<file path="config.mk">
export PLATFORM = sky130hd
export DESIGN_NAME = gpio_input_debounce
export DESIGN_NICKNAME = d
export VERILOG_FILES = /design/src/rtl/gpio_input_debounce.sv
export SDC_FILE = /design/constraint.sdc
export NUM_CORES = 1
export LEC_CHECK = 0
export CAP_MARGIN = 10
export CORE_ASPECT_RATIO = 0.7
export CORE_MARGIN = 2
export CORE_UTILIZATION = 55
export CTS_BUF_LIST = sky130_fd_sc_hd__clkbuf_8
export CTS_CLUSTER_DIAMETER = 150
export DETAILED_ROUTE_END_ITERATION = 12
export PLACE_DENSITY = 0.76
export SLEW_MARGIN = 40
export SYNTH_ARGS = -nofsm -noshare
export SYNTH_HDL_FRONTEND = slang
export SYNTH_SLANG_ARGS = --single-unit
</file>
<file path="constraint.sdc">
create_clock -name clk -period 16 [get_ports clk]
set_input_delay 2.4 -clock clk [delete_from_list [all_inputs] [get_ports clk]]
set_output_delay 2.4 -clock clk [all_outputs]
set_load 0.005 [all_outputs]
</file>
<file path="src/rtl/gpio_input_debounce.sv">
// rtl/gpio_input_debounce.sv - button/switch synchroniser, debouncer, edge events and press interrupt
module gpio_input_debounce #(
    parameter int N_BTN           = 4,
    parameter int N_SW            = 4,
    parameter int SYNC_STAGES     = 2,
    parameter int DEBOUNCE_CYCLES = 1000000,
    parameter int CNT_W           = $clog2(DEBOUNCE_CYCLES)
) (
    input  logic             clk,
    input  logic             reset,
    input  logic [N_BTN-1:0] btn_raw,
    input  logic [N_SW-1:0]  sw_raw,
    output logic [N_BTN-1:0] btn_out,
    output logic [N_SW-1:0]  sw_out,
    output logic [N_BTN-1:0] btn_press,
    output logic [N_BTN-1:0] btn_release,
    output logic [N_SW-1:0]  sw_change,
    input  logic [N_BTN-1:0] irq_mask,
    input  logic [N_BTN-1:0] irq_clear,
    output logic [N_BTN-1:0] irq_status,
    output logic             irq
);

    localparam int N = N_BTN + N_SW;
    // Buttons idle high (released), switches idle low; buttons occupy the low bits.
    localparam logic [N-1:0]     RST_VAL = {{N_SW{1'b0}}, {N_BTN{1'b1}}};
    localparam logic [CNT_W-1:0] CNT_MAX = CNT_W'(DEBOUNCE_CYCLES - 1);

    logic [N-1:0]     sync_q [SYNC_STAGES];
    logic [N-1:0]     s;
    logic [N-1:0]     q;
    logic [N-1:0]     rise;
    logic [N-1:0]     fall;
    logic [CNT_W-1:0] cnt [N];

    always_ff @(posedge clk or posedge reset) begin
        if (reset) begin
            for (int k = 0; k < SYNC_STAGES; k++) sync_q[k] <= RST_VAL;
        end else begin
            sync_q[0] <= {sw_raw, btn_raw};
            for (int k = 1; k < SYNC_STAGES; k++) sync_q[k] <= sync_q[k-1];
        end
    end

    assign s = sync_q[SYNC_STAGES-1];

    // Any sample that agrees with the stable value restarts that bit's count.
    always_ff @(posedge clk or posedge reset) begin
        if (reset) begin
            q    <= RST_VAL;
            rise <= '0;
            fall <= '0;
            for (int i = 0; i < N; i++) cnt[i] <= '0;
        end else begin
            for (int i = 0; i < N; i++) begin
                rise[i] <= 1'b0;
                fall[i] <= 1'b0;
                if (s[i] == q[i]) begin
                    cnt[i] <= '0;
                end else if (cnt[i] == CNT_MAX) begin
                    cnt[i]  <= '0;
                    q[i]    <= s[i];
                    rise[i] <= s[i];
                    fall[i] <= ~s[i];
                end else begin
                    cnt[i] <= cnt[i] + 1'b1;
                end
            end
        end
    end

    assign btn_out     = q[N_BTN-1:0];
    assign sw_out      = q[N-1:N_BTN];
    assign btn_press   = fall[N_BTN-1:0];
    assign btn_release = rise[N_BTN-1:0];

    always_ff @(posedge clk or posedge reset) begin
        if (reset) begin
            sw_change  <= '0;
            irq_status <= '0;
            irq        <= 1'b0;
        end else begin
            sw_change  <= '0;
            for (int j = 0; j < N_SW; j++) begin
                if (s[N_BTN+j] != q[N_BTN+j] && cnt[N_BTN+j] == CNT_MAX) sw_change[j] <= 1'b1;
            end
            // A press arriving with a clear on the same edge keeps the flag set.
            irq_status <= (irq_status & ~irq_clear) | btn_press;
            irq        <= |(irq_status & irq_mask);
        end
    end

endmodule

</file>
==> results.md, run 1 <==
Global routing:
- The first-pass GRT wire length is 30800 um.
- The via count of the first global-routing pass is 6525.
- For this run the aggregate overflow at the end of global routing stands at 0.
- The number of antenna violations at the first check in global routing is 0.
- The largest net degree at the start of global routing is 120.
- The global-route usage over all layers is 0.201.

Finish:
- The most frequent standard cell in the layout excluding fill and tap cells is dfrtp_1.
- The area growth from synthesis to layout is 14.6%.
- After the last flow step, the layout net total stands at 1000.
- Once layout is complete, the utilization of the core stands at 0.651.
- In the layout the commonest cells are dfrtp_1 (189), nor2_1 (114), nand3_1 (66).
- The final cell count without fillers is 1223.
- The number of inserted diodes is 0.
- The proportion of layout cells with a drive suffix above 1 is 0.0992.

Synth:
- The number of synthesized register bits is 201.
- The total number of yosys warnings is 0.
- The number of distinct standard cells referenced by the synthesized netlist is 51.
- In this run the cell area of the synthesized design comes to 9370 sq um.
- The synthesized netlist net count is 941.
- The share of async-settable or async-resettable flops after synthesis is 1.00.
- In this run the mean area of a mapped cell was 10.2 sq um.
- Yosys mapped a number of flops with a built-in enable equal to 0.
- The flip-flop cell with the highest count after synthesis is dfrtp_1.
- Synthesis produced 915 cells.
- The share of the Yosys chip area taken by registers is 0.539.

Worst hold path:
- Along the worst hold path, the cell count comes to 0.
- The path with the worst hold slack has its endpoint at s[6].
- The worst hold path belongs to the class flop to flop.
- The launch instance of the worst min-delay path is sync_q[14].

Clock tree:
- The root buffer cell is clkbuf_8.
- Buffers inserted during clock tree synthesis total 31.
- Once the clock tree was built, the resizer swapped 0 gates to a different size.
- At the later pin of the worst-skew pair, clock insertion delay measures 0.56 ns.
- In this run the number of H-tree levels came out at 1.
- The buffers inserted during post-CTS setup optimization is 0.
- The clock-pin slew reported for the worst setup and hold paths after clock tree synthesis is 0.06 ns.
- The clock drives 201 sinks.
- The maximum clock insertion buffer count is 3.
- Hold repair after CTS inserted 0 buffers.
- TritonCTS built the clock tree.

Route:
- Once detail routing completed, the nets flagged for antenna violations numbered 0.
- The first TritonRoute pass finished after 5 iterations.
- The detailed router placed 6915 vias in this run.
- After detailed routing, the number of remaining DRC violations is 0.
- The first routing iteration left 520 violations.
- Summed over all layers, the routed wires come to 17500 um.
- Dividing the detail-routed via count by the number of cells gives 5.65.
- In the final routed layout, each cell accounts on average for 14.3 um.

STA:
- Setup violations remaining at the end of the flow were counted as 0.
- The clock period minus worst slack is 4.03 ns.
- The period utilization is 0.252.
- On the final layout, the worst clock skew is 0.0173 ns.
- The worst relative slew slack is 0.472.
- Setup slack on the critical path of the routed design comes to 11.97 ns.
- The sum of negative setup slack is 0 ns.
- The count of final max-slew check failures is 0.
- The final count of hold timing violations is 0.
- The maximum frequency from static timing analysis is 248 MHz.
- For the pin with the worst max-slew slack, the measured transition is 0.791 ns.
- Setup repair after global routing left no endpoint under its margin.

Worst setup path:
- The largest fanout on the critical path is 5.
- On the worst path, the slowest cell contributes a delay of 0.57 ns.
- STA classifies the critical path endpoint as a primary output.
- The top cell family by delay on the critical path is flip-flops.
- The signal on the critical path passes through clkdlybuf4s50_1.
- The data arrival at the endpoint of the critical path is 1.63 ns.
- The setup slack of the most critical reg-to-reg path is 13.60 ns.
- The capture instance of the worst register-to-register path is cnt[129].
- The worst reg2reg path startpoint is cnt[135].
- The worst setup path is launched from a flop.
- The required arrival time at the worst endpoint is 13.60 ns.
- The critical path is of the flop to primary output type.
- The slowest library cell on the worst path is dfstp_2.
- The length in cells of the worst reg-to-reg path is 4.
- Together, buffers and inverters on the worst path number 1.

Run:
- The number of max-cap violations is 0.

Floorplan:
- The number of standard-cell rows in the floorplan is 39.
- The horizontal die dimension is 160 um.
- The initial utilization of the core area, before any placement, comes to 0.568.
- The die footprint is 18100 sq um.
- In this run the standard cell core region covers 16500 sq um.
- The die is 113 um tall.
- For this design the top-level I/O count stands at 43.

Placed design:
- The count of buffers added on input and output ports is 42.
- Detailed placement ended at an HPWL of 11600 um.
- Before CTS, the worst setup slack after placement is 11.72 ns.
- The instance count after placement with tap cells included is 1166.
- Routability-driven placement finished with a final weighted congestion of 0.797.

Power and ir drop:
- Summed over all nets, the switching power comes to 224 uW.
- IR analysis of the VDD net gives a maximum drop of 64.5 uV.
- The cell area power density is 94.4 nW/um^2.
- The completed layout was analyzed and its total power is 1010 uW.
- The cell internal power dissipation is 788 uW.
- The share of total power dissipated in the clock network is 0.449.
- The sequential share of power is 0.518.
- The total leakage power is 0.00440 uW.
- The combinational fraction of design power is 0.033.
- Of the total power, the share spent switching nets is 0.221.

Outcome:
- The flow ran to the end, and the final reports show no timing, DRC or antenna violations.
[cells in the mapped netlist, drive strengths merged, types with 4 or more instances]
master	number	area [sq um]
and4	9	78.8
or4	34	259
ha	8	100
buf	11	61.3
inv	30	113
xor2	54	473
dfstp	12	315
xnor2	47	412
a21oi	50	250
nor3b	9	67.6
a21o	4	30.0
o31ai	25	198
o21ai	27	139
or2	6	40.0
nor2	114	428
nand4	36	225
nor4	15	93.8
and3	15	95.1
o41ai	4	53.8
dfrtp	189	4730
nor3	21	105
nand2	45	169
or4b	7	70.1
and2	9	56.3
mux2	8	93.8
clkbuf	13	50.0
nand3	67	340
or3	28	175
[sequential cells by signal (all words and copies together), names as in the netlist, 4 cells and up]
name        flops
irq_status      4
sync_q          8
rise            4
sw_change       4
fall            4
cnt           160
q               8
s               8
[metal layers]
metal	up-vias	global-route usage	wire (um)
li1	3399	-	-
met3	31	0.0411	767
met4	0	0.0456	287
met1	3356	0.307	8950
met5	-	0	0
met2	129	0.298	7530
[cells by family after synthesis]
logic type	Yosys count	share of synthesized area
and+or+nand+nor	427	0.245
adders and majority gates	8	0.0107
AOI/OAI and AO/OA	116	0.0769
buffers and inverters	54	0.0239
DFF	201	0.539
xor gates and xnor gates	101	0.0944
muxes	8	0.0100
[how the worst max path moves through the flow]
stage                     startpoint         end  slack, ns  cells after the start
after floorplan                reset      cnt[0]       8.14                      1
after global placement         reset     cnt[53]      11.36                      3
after detailed placement       reset     cnt[53]      11.72                      3
after CTS                       q[3]  btn_out[3]      11.94                      1
after global routing            q[3]  btn_out[3]      11.90                      1
final                           q[3]  btn_out[3]      11.97                      1
[area by class of cell]
class / count / area, sq um
fill: 1333 / 5760
sequential: 201 / 5040
multi-input combinational: 660 / 4110
tap: 225 / 282
inverter: 30 / 125
clock buffer: 41 / 564
clock inverter: 16 / 119
timing repair buffer: 50 / 488
[power by group through the flow]
stage / Sequential (uW) / Combinational (uW) / Clock, uW
after floorplan: 531 / 22.9 / 0
after global placement: 533 / 33.8 / 0
after detailed placement: 533 / 34.4 / 0
after CTS: 524 / 34.8 / 469
after global routing: 525 / 38.9 / 493
final: 524 / 33.7 / 455
[through the flow]
step	instance area (sq um)	hold slack [ns]
final	10700	0.346
after detailed placement	10000	0.336
after global placement	10000	0.333
after CTS	10700	0.349
after global routing	10700	0.355
after floorplan	9370	0.331
Note: power is estimated with default switching activity, not from simulation.
==> inputs of run 2 (changes only) <==
Settings changed: PLACE_DENSITY 0.76 to 0.78.
Clock period 16 ns to 3.6 ns, I/O delays scaled along.
==> run 2 against run 1 <==
  * Clock power rose to 4.2 times the previous value
  * Cell count rose by 0.16%
  * Via count is 1.2% higher
  * First-iteration DRC count grew 14%
  * Sequential power increased to 4.4 times the previous value
  * Combinational power rose to 4.6 times the previous value
  * Flip-flop and latch count did not move
  * Worst setup slack worse by 11 ns
  * Global-route usage grew 0.38 points
  * Sequential share of layout area hardly changed
  * Hold slack worse by 0.00099 ns
  * Critical path type is now flop to flop
  * Critical endpoint is now cnt[54]
  * Largest cell class unchanged
==> results.md, run 2 (synthesis gave the netlist of run 1 again) <==
Finish:
- The most frequent standard cell in the layout excluding fill and tap cells is dfrtp_1.
- In the final layout, the share of cells above drive strength 1 is 0.103.
- In the layout the commonest cells are dfrtp_1 (189), nor2_1 (114), nand3_1 (66).
- 0 antenna diodes ended up in the layout.
- The flip-flop count of the largest register, all copies and words added is 160.
- The final cell count without fillers is 1225.
- Ranked by flip-flop count, first place goes to cnt.
- At the end of the flow the core is filled with cells to 0.651.
- The final-stage net count is 1002.
- Relative to the synthesized area, the layout overhead comes to 14.6%.

STA:
- The transition time at the pin with the least slew margin is 0.783 ns.
- Final hold analysis gives a worst-case slack of 0.345 ns.
- The clock period minus worst slack is 2.44 ns.
- The final count of hold timing violations was 0.
- The maximum frequency from static timing analysis is 410 MHz.
- The number of endpoints failing setup at the final stage is 0.
- After routing, the total negative slack on setup checks comes to 0 ns.
- For the final database, setup skew stands at 0.00683 ns.
- The count of final max-slew check failures came to 0.
- In this run the tightest slew margin relative to its limit is 0.475.
- Of the available clock period, the critical path in the final layout requires 0.678.
- Setup repair after global routing left no endpoint under its margin.

Worst setup path:
- The count of buffer and inverter cells on the critical path is 1.
- The critical path goes through or4b_1, or4_1, o21ai_1, buf_4, a21oi_1.
- Data on the critical path arrives at its endpoint at 2.86 ns.
- The longest individual stage delay on the worst path is 0.53 ns.
- In this design, the largest share of critical-path delay is due to simple AND/OR/NAND/NOR gates.
- The type of the setup path with the least slack is flop to flop.
- The length in cells of the worst reg-to-reg path is 5.
- Among all stages on the critical path, the largest delay is contributed by or4_1.
- The setup check on the worst reg-to-reg path leaves a slack of 1.16 ns.
- The required arrival time at the worst endpoint is 4.02 ns.
- STA classifies the critical path endpoint as a flop.
- The largest fanout on the critical path is 11.
- The number of stages on the worst setup path is 5.
- The kind of start point of the critical path is a flop.

Clock tree:
- Once the clock tree was built, the setup fixing pass inserted 0 buffers.
- The clock reaches the later pin of the worst-skew pair after 0.55 ns.
- Counting along the longest clock path gives a buffer depth of 3.
- The root buffer cell is clkbuf_8.
- Once the clock tree was built, the resizer swapped 0 gates to a different size.
- Clock-pin slew was measured on the worst setup and hold paths at 0.07 ns.
- For this design, the CTS-stage hold fixing added 0 buffers.
- TritonCTS built the clock tree.
- In this run the number of H-tree levels came out at 1.
- TritonCTS created 30 clock buffers.
- Counting every sink on the clock net gives 201.

Global routing:
- The global-route usage over all layers is 0.204.
- The global-route congestion overflow total is 0.
- The first-pass GRT wire length is 31500 um.
- The largest net degree at the start of global routing is 57.
- The number of antenna violations at the first check in global routing is 0.
- The via count of the first global-routing pass is 6780.

Route:
- In this run the remaining antenna-violating nets after routing total 0.
- For this block, the via count after detailed routing is 6996.
- The post-route DRC violation count is 0.
- In the final routed layout, each cell accounts on average for 14.6 um.
- The via-per-instance ratio is 5.71.
- The total wirelength of the detailed-routed design is 17800 um.
- The detailed-routing iteration count for the pre-antenna-repair pass is 5.
- The number of DRC violations after detailed-routing iteration 0 is 592.

Floorplan:
- The initial core utilization is 0.568.
- The number of top-level pins is 43.
- The core region is 16500 sq um.
- The die is 113 um tall.
- The die covers 18100 sq um.
- In this run the core area contains 39 standard-cell rows.
- The die is 160 um wide.

Placed design:
- The instance count after placement with tap cells included is 1169.
- The routability congestion estimate from global placement is 0.793.
- The wire-length estimate of the detail-placed layout is 12000 um.
- The number of port buffers is 42.

Power and ir drop:
- Across the VDD grid, the largest voltage drop is 362 uV.
- The total leakage power is 0.00440 uW.
- The cell area power density is 410 nW/um^2.

Worst hold path:
- The hold-critical path depth is 0.
- In this run the worst hold path is classified as flop to flop.

Run:
- The number of max-cap violations is 0.

Outcome:
- The run finished with clean final reports.
==> run 2: cell count changes in the layout (fill, tap and decap cells not counted) <==
cell        previous run  this run
clkbuf_8              41        39
clkinv_8               1         0
buf_12                 0         3
buf_6                  2         0
inv_1                 38        36
bufinv_16              2         1
clkinv_2               5         8
buf_4                  6         8
clkinvlp_4             0         2
==> run 2: final timing paths <==
| check | from | end |
|---|---|---|
| setup reg to reg | cnt[46] | cnt[54] |
| setup / recovery | cnt[46] | cnt[54] |
| hold / removal | sync_q[12] | s[4] |
| hold reg to reg | sync_q[12] | s[4] |
| max in group asynchronous | reset | s[2] |
| min in group asynchronous | reset | cnt[68] |
==> run 2: final cells by class <==
type	instances	area (sq um)
Sequential cell	201	5040
Fill cell	1324	5760
Timing Repair Buffer	53	541
Inverter	30	116
Tap cell	225	282
Multi-Input combinational cell	660	4110
Clock inverter	17	104
Clock buffer	39	537
==> run 2: report_power, final <==
group	total, uW	internal [uW]	leakage (uW)	switching [uW]
clock	1910	1050	0.000363	868
sequential	2330	2290	0.00273	36.5
combinational	155	56.4	0.00131	98.8
total	4400	3400	0.00440	1000
==> run 2: per-stage QoR <==
stage	instance area [sq um]	setup slack, ns	total power, uW
3_5_place_dp	10100	1.15	2530
5_1_grt	10700	0.961	4580
2_1_floorplan	9370	0.467	2460
3_3_place_gp	10100	1.20	2520
4_1_cts	10700	1.16	4450
6_report	10700	1.16	4400
==> run 2: per-layer routing <==
metal / track usage / vias up / part of all wire
met5: 0 / - / 0
met4: 0.0480 / 0 / 0.020
met3: 0.0363 / 34 / 0.041
met2: 0.321 / 141 / 0.45
met1: 0.300 / 3405 / 0.49
li1: - / 3416 / -
